[config.mk]
export PLATFORM = sky130hd
export DESIGN_NAME = clk_tick_scheduler
export DESIGN_NICKNAME = d
export VERILOG_FILES = /design/src/rtl/clk_tick_scheduler.sv
export SDC_FILE = /design/constraint.sdc
export NUM_CORES = 1
export LEC_CHECK = 0
export BUFFER_PORTS_ARGS = -buffer_cell sky130_fd_sc_hd__buf_2
export CAP_MARGIN = 20
export CORE_MARGIN = 1.5
export CORE_UTILIZATION = 34
export DETAILED_ROUTE_END_ITERATION = 8
export MAX_ROUTING_LAYER = met4
export PLACE_DENSITY = 0.55
export SYNTH_ARGS = -nofsm -noshare
export SYNTH_HDL_FRONTEND = slang
export SYNTH_SLANG_ARGS = --single-unit
[constraint.sdc]
create_clock -name clk -period 4.4 [get_ports clk]
set_clock_uncertainty 0.15 [all_clocks]
set_input_delay 0.66 -clock clk [delete_from_list [all_inputs] [get_ports clk]]
set_output_delay 0.66 -clock clk [all_outputs]
set_load 0.005 [all_outputs]
[src/rtl/clk_tick_scheduler.sv]
`default_nettype none
// ============================================================================
// Module      : clk_tick_scheduler
// Description : Three-channel programmable clock-enable generator. Each
//               channel divides clk by its own divisor and emits a registered
//               single-cycle tick. Divisor writes pass through a one-cycle
//               LOAD state that realigns every channel to a common phase.
// Revision    : 1.0 - initial release
// ============================================================================
module clk_tick_scheduler #(
    parameter int WIDTH    = 24,
    parameter int DIV0_RST = 2,
    parameter int DIV1_RST = 4,
    parameter int DIV2_RST = 100000
) (
    input  logic             clk,
    input  logic             reset,
    input  logic             run,
    input  logic             resync,
    input  logic             cfg_valid,
    input  logic [1:0]       cfg_sel,
    input  logic [WIDTH-1:0] cfg_div,
    output logic             cfg_ready,
    output logic [2:0]       tick,
    output logic             running
);

    typedef enum logic [1:0] {
        ST_STOP = 2'd0,
        ST_RUN  = 2'd1,
        ST_LOAD = 2'd2
    } state_t;

    state_t r_state;
    state_t w_state_nxt;
    logic   w_accept;
    logic   w_count_en;

    // A write is taken whenever the block is not busy in LOAD.
    assign cfg_ready = (r_state != ST_LOAD);
    assign running   = (r_state == ST_RUN);
    assign w_accept  = cfg_valid & cfg_ready;

    // Counting only proceeds in RUN when nothing of higher priority
    // (write, stop, resync) zeroes the channel counters this edge.
    assign w_count_en = (r_state == ST_RUN) & ~w_accept & run & ~resync;

    // State register.
    always_ff @(posedge clk) begin
        if (reset) begin
            r_state <= ST_STOP;
        end else begin
            r_state <= w_state_nxt;
        end
    end

    // Next-state logic: write acceptance outranks the run enable.
    always_comb begin
        w_state_nxt = r_state;
        case (r_state)
            ST_STOP: begin
                if (w_accept)   w_state_nxt = ST_LOAD;
                else if (run)   w_state_nxt = ST_RUN;
                else            w_state_nxt = ST_STOP;
            end
            ST_RUN: begin
                if (w_accept)   w_state_nxt = ST_LOAD;
                else if (!run)  w_state_nxt = ST_STOP;
                else            w_state_nxt = ST_RUN;
            end
            ST_LOAD: begin
                w_state_nxt = run ? ST_RUN : ST_STOP;
            end
            default: begin
                w_state_nxt = ST_STOP;
            end
        endcase
    end

    generate
        for (genvar gi = 0; gi < 3; gi++) begin : g_ch
            localparam logic [WIDTH-1:0] c_div_rst =
                (gi == 0) ? WIDTH'(DIV0_RST) :
                (gi == 1) ? WIDTH'(DIV1_RST) : WIDTH'(DIV2_RST);

            logic [WIDTH-1:0] r_div;
            logic [WIDTH-1:0] r_cnt;
            logic [WIDTH-1:0] w_last;
            logic             r_tick;

            // Terminal count is d-1; divisors 0 and 1 both collapse to d=1,
            // so no subtraction ever wraps and the all-ones divisor is safe.
            assign w_last = (r_div <= WIDTH'(1)) ? '0 : (r_div - WIDTH'(1));

            // Divisor register; only an accepted write addressing this
            // channel changes it (select 3 addresses no channel).
            always_ff @(posedge clk) begin
                if (reset) begin
                    r_div <= c_div_rst;
                end else if (w_accept && (cfg_sel == 2'(gi))) begin
                    r_div <= cfg_div;
                end
            end

            // Period counter and registered tick pulse.
            always_ff @(posedge clk) begin
                if (reset || !w_count_en) begin
                    r_cnt  <= '0;
                    r_tick <= 1'b0;
                end else if (r_cnt == w_last) begin
                    r_cnt  <= '0;
                    r_tick <= 1'b1;
                end else begin
                    r_cnt  <= r_cnt + WIDTH'(1);
                    r_tick <= 1'b0;
                end
            end

            assign tick[gi] = r_tick;
        end
    endgenerate

endmodule
`default_nettype wire

==> impl_metrics.yaml <==
sta:
  finalHoldViolCount: 0
  fin_crit_ns: 4.11
  rsz0062_at_grt: "no"
  clock.fmax_ghz: 0.243
  slew_headroom_pct: 40.0
  slew_violations: 0
  finalSetupTns_ns: 0
  tightestPinTransition_ns: 0.900
  finalSetupViolCount: 0
  post-route-period-util_pct: 93.4
floorplanning:
  core_um2: 27900
  rows: 61
  die_h_um: 172
  die_area_um2: 29600
  io_pins: 36
  dieWidth_um: 172
  initial_core_util_pct: 34.7
critical_path:
  crit_arrival_ns: 4.24
  r2r_slack_ns: 0.29
  cp.required_ns: 4.53
  path_cells: "inv_1 > ha_1 > or3b_2 > nor2_1 > mux2i_1 > a221o_1 > or4_1 > or4_4 > nor4b_4 > buf_4 > nor3_1"
  max_stage_delay_ns: 0.59
  cp-endpoint: "g_ch[2].r_cnt[2]"
  r2r-end: "g_ch[2].r_cnt[2]"
  cp-start-kind: "register"
  critPathBufInv: 2
  r2r_cells: 11
  end_kind: "register"
  crit_type: "register to register"
  cp-startpoint: "g_ch[2].r_div[0]"
  regToRegStartpoint: "g_ch[2].r_div[0]"
  cp_top_family: "simple AND/OR/NAND/NOR gates"
  cp_slowest_cell: "or3b_2"
  cp.depth: 11
  crit_fanout: 20
global_route:
  grt_max_degree: 62
  grt_pass1_vias: 8640
  grt_pass1_wl_um: 47200
  antenna_found_initial: 0
  overflow: 0
  gr-usage-all-layers_pct: 21.1
power_and_ir_drop:
  netSwitchingPower_w: 0.000922
  clock_power_share_pct: 45.1
  finalPower_w: 0.00331
  seq_power_share_pct: 42.8
  powerDensity_nw_per_um2: 307
  p_leak_nw: 3.53
  switching_share_pct: 27.9
  combPwrFrac_pct: 12.1
  intPower_w: 0.00238
  peakVddDrop_mv: 0.268
route:
  vias: 9212
  ant_nets: 0
  drt_iter0_markers: 601
  via_per_inst: 5.60
  route.detailed.drc: 0
  drt_wl_total_um: 29400
  drtPass1Iterations: 5
  wire_per_inst_um: 17.9
clock_tree:
  root_buffer: "clkbuf_16"
  ctsHtreeMaxLevel: 4
  clock_latency_ns: 0.44
  cts.clk_slew.worst_paths_ns: 0.07
  postCtsHoldBufs: 0
  cts_tree: "yes"
  cts-resized-gates: 0
  cts_sinks: 149
  post_cts_buffers: 0
  cts_made_buffers: 17
  max-clock-path-buffers: 2
logic_synthesis:
  synth_cell_types: 82
  synthTopCellsByCount: "208 x nand2_1, 149 x dfxtp_1, 87 x nor3_1"
  synthMostInstantiatedCell: "nand2_1"
  ys_ff_latch: 149
  synth_edf_count: 0
  synthCells: 1272
  synth_seq_area_share_pct: 30.7
  ys.warnings.count: 0
  ys.flop_type: "dfxtp_1"
  syn-num-nets: 1312
  syn_avg_cell_area_um2: 7.63
  ys_top_cells_by_area: "dfxtp_1 31%, nand2_1 8.0%, xnor2_1 6.4%, nor3_1 4.5%, a21oi_1 4.4%"
  yosysTopAreaCellShare_pct: 30.7
  synthesis.area_um2: 9700
  synthArstFlopShare_pct: 0
  synth_top_area_cell: "dfxtp_1"
final_layout:
  drive_above_1_share_pct: 10.3
  num-nets-final: 1295
  n_antenna_cell: 0
  syn2layout_area_growth_pct: 10.9
job:
  cap_viol_max_count: 0
outcome:
  status: "finished clean"
place:
  hpwl_um: 21600
  place_congestion: 0.912
  port_buffers: 35
worst_hold_path:
  hold_path.class: "register to register"
[routing by layer]
metal	track usage, %	share of wire (%)
met1	26.7	47
met2	34.4	47
met3	3.30	3.0
met4	6.81	2.5
met5	-	0
[flip-flops by register name (all words and copies together) (netlist names)]
| register | count |
|---|---|
| g_ch.r_cnt | 72 |
| g_ch.r_div | 72 |
| r_state | 2 |
| g_ch.r_tick | 3 |
[stage by stage]
step / instances / worst slack [ns] / hold WS, ns / instance area, um2 / util (%)
global placement: 1614 / 0.398 / 0.312 / 10200 / 36.4
global route: 1646 / 0.0519 / 0.338 / 10800 / 38.5
detailed placement: 1614 / 0.331 / 0.311 / 10200 / 36.4
CTS: 1646 / 0.306 / 0.320 / 10800 / 38.5
finish: 1646 / 0.291 / 0.323 / 10800 / 38.5
floorplan: 1272 / 0.545 / 0.294 / 9700 / -
[logic make-up (layout without fill, tap and decap cells)]
family	count (synthesis)	count (layout)	share of synthesized area, %
AND/OR/NAND/NOR	641	641	34.8
AO/OA/AOI/OAI	214	214	14.8
flip-flops	149	149	30.7
buffers and inverters	124	120	5.30
XOR/XNOR	125	125	12.2
adder cells (fa/ha/maj)	9	9	1.16
multiplexers	10	10	1.04
[how the worst min path moves through the flow]
stage,from,endpoint,slack [ns],depth (start not counted)
after CTS,g_ch[0].r_div[19],g_ch[0].r_div[19],0.32,2
after global routing,g_ch[0].r_div[19],g_ch[0].r_div[19],0.34,2
after detailed placement,g_ch[0].r_div[19],g_ch[0].r_div[19],0.31,2
after global placement,g_ch[0].r_div[19],g_ch[0].r_div[19],0.31,2
final,g_ch[0].r_div[19],g_ch[0].r_div[19],0.32,2
after floorplan,g_ch[0].r_div[19],g_ch[0].r_div[19],0.29,2
[area by class of cell]
type	count	area, um2
tap	378	473
fill	2937	17200
clock buffer	20	447
timing repair buffer	60	375
multi-input combinational	999	6230
inverter	28	105
sequential	149	2980
clock inverter	12	146
[power groups by stage]
stage	logic [W]	registers, W	clock network, W
3_3_place_gp	0.000396	0.00144	0
5_1_grt	0.000439	0.00142	0.00158
2_1_floorplan	0.000284	0.00142	0
4_1_cts	0.000397	0.00141	0.00152
6_report	0.000401	0.00141	0.00149
3_5_place_dp	0.000394	0.00144	0
[tightest hold or removal path, cell delays in order, from the launching register on]
cell     delay [ns]
dfxtp_1        0.32
nand2_1        0.06
a21oi_1        0.05
[cells in the final DEF (no fill, tap or decap), drive strengths merged, types with 15 or more instances in the layout]
cell | synthesis | layout
nand2 | 208 | 208
dfxtp | 149 | 149
nor3 | 106 | 106
a21oi | 86 | 86
nor2 | 77 | 77
xnor2 | 71 | 71
buf | 17 | 60
nand3 | 55 | 55
xor2 | 48 | 48
nor4 | 34 | 34
nand4 | 32 | 32
or4 | 32 | 32
inv | 27 | 31
clkbuf | 79 | 20
or3 | 17 | 17
and3 | 16 | 16
o21ai | 15 | 15
Power figures use the tool's default switching activity.
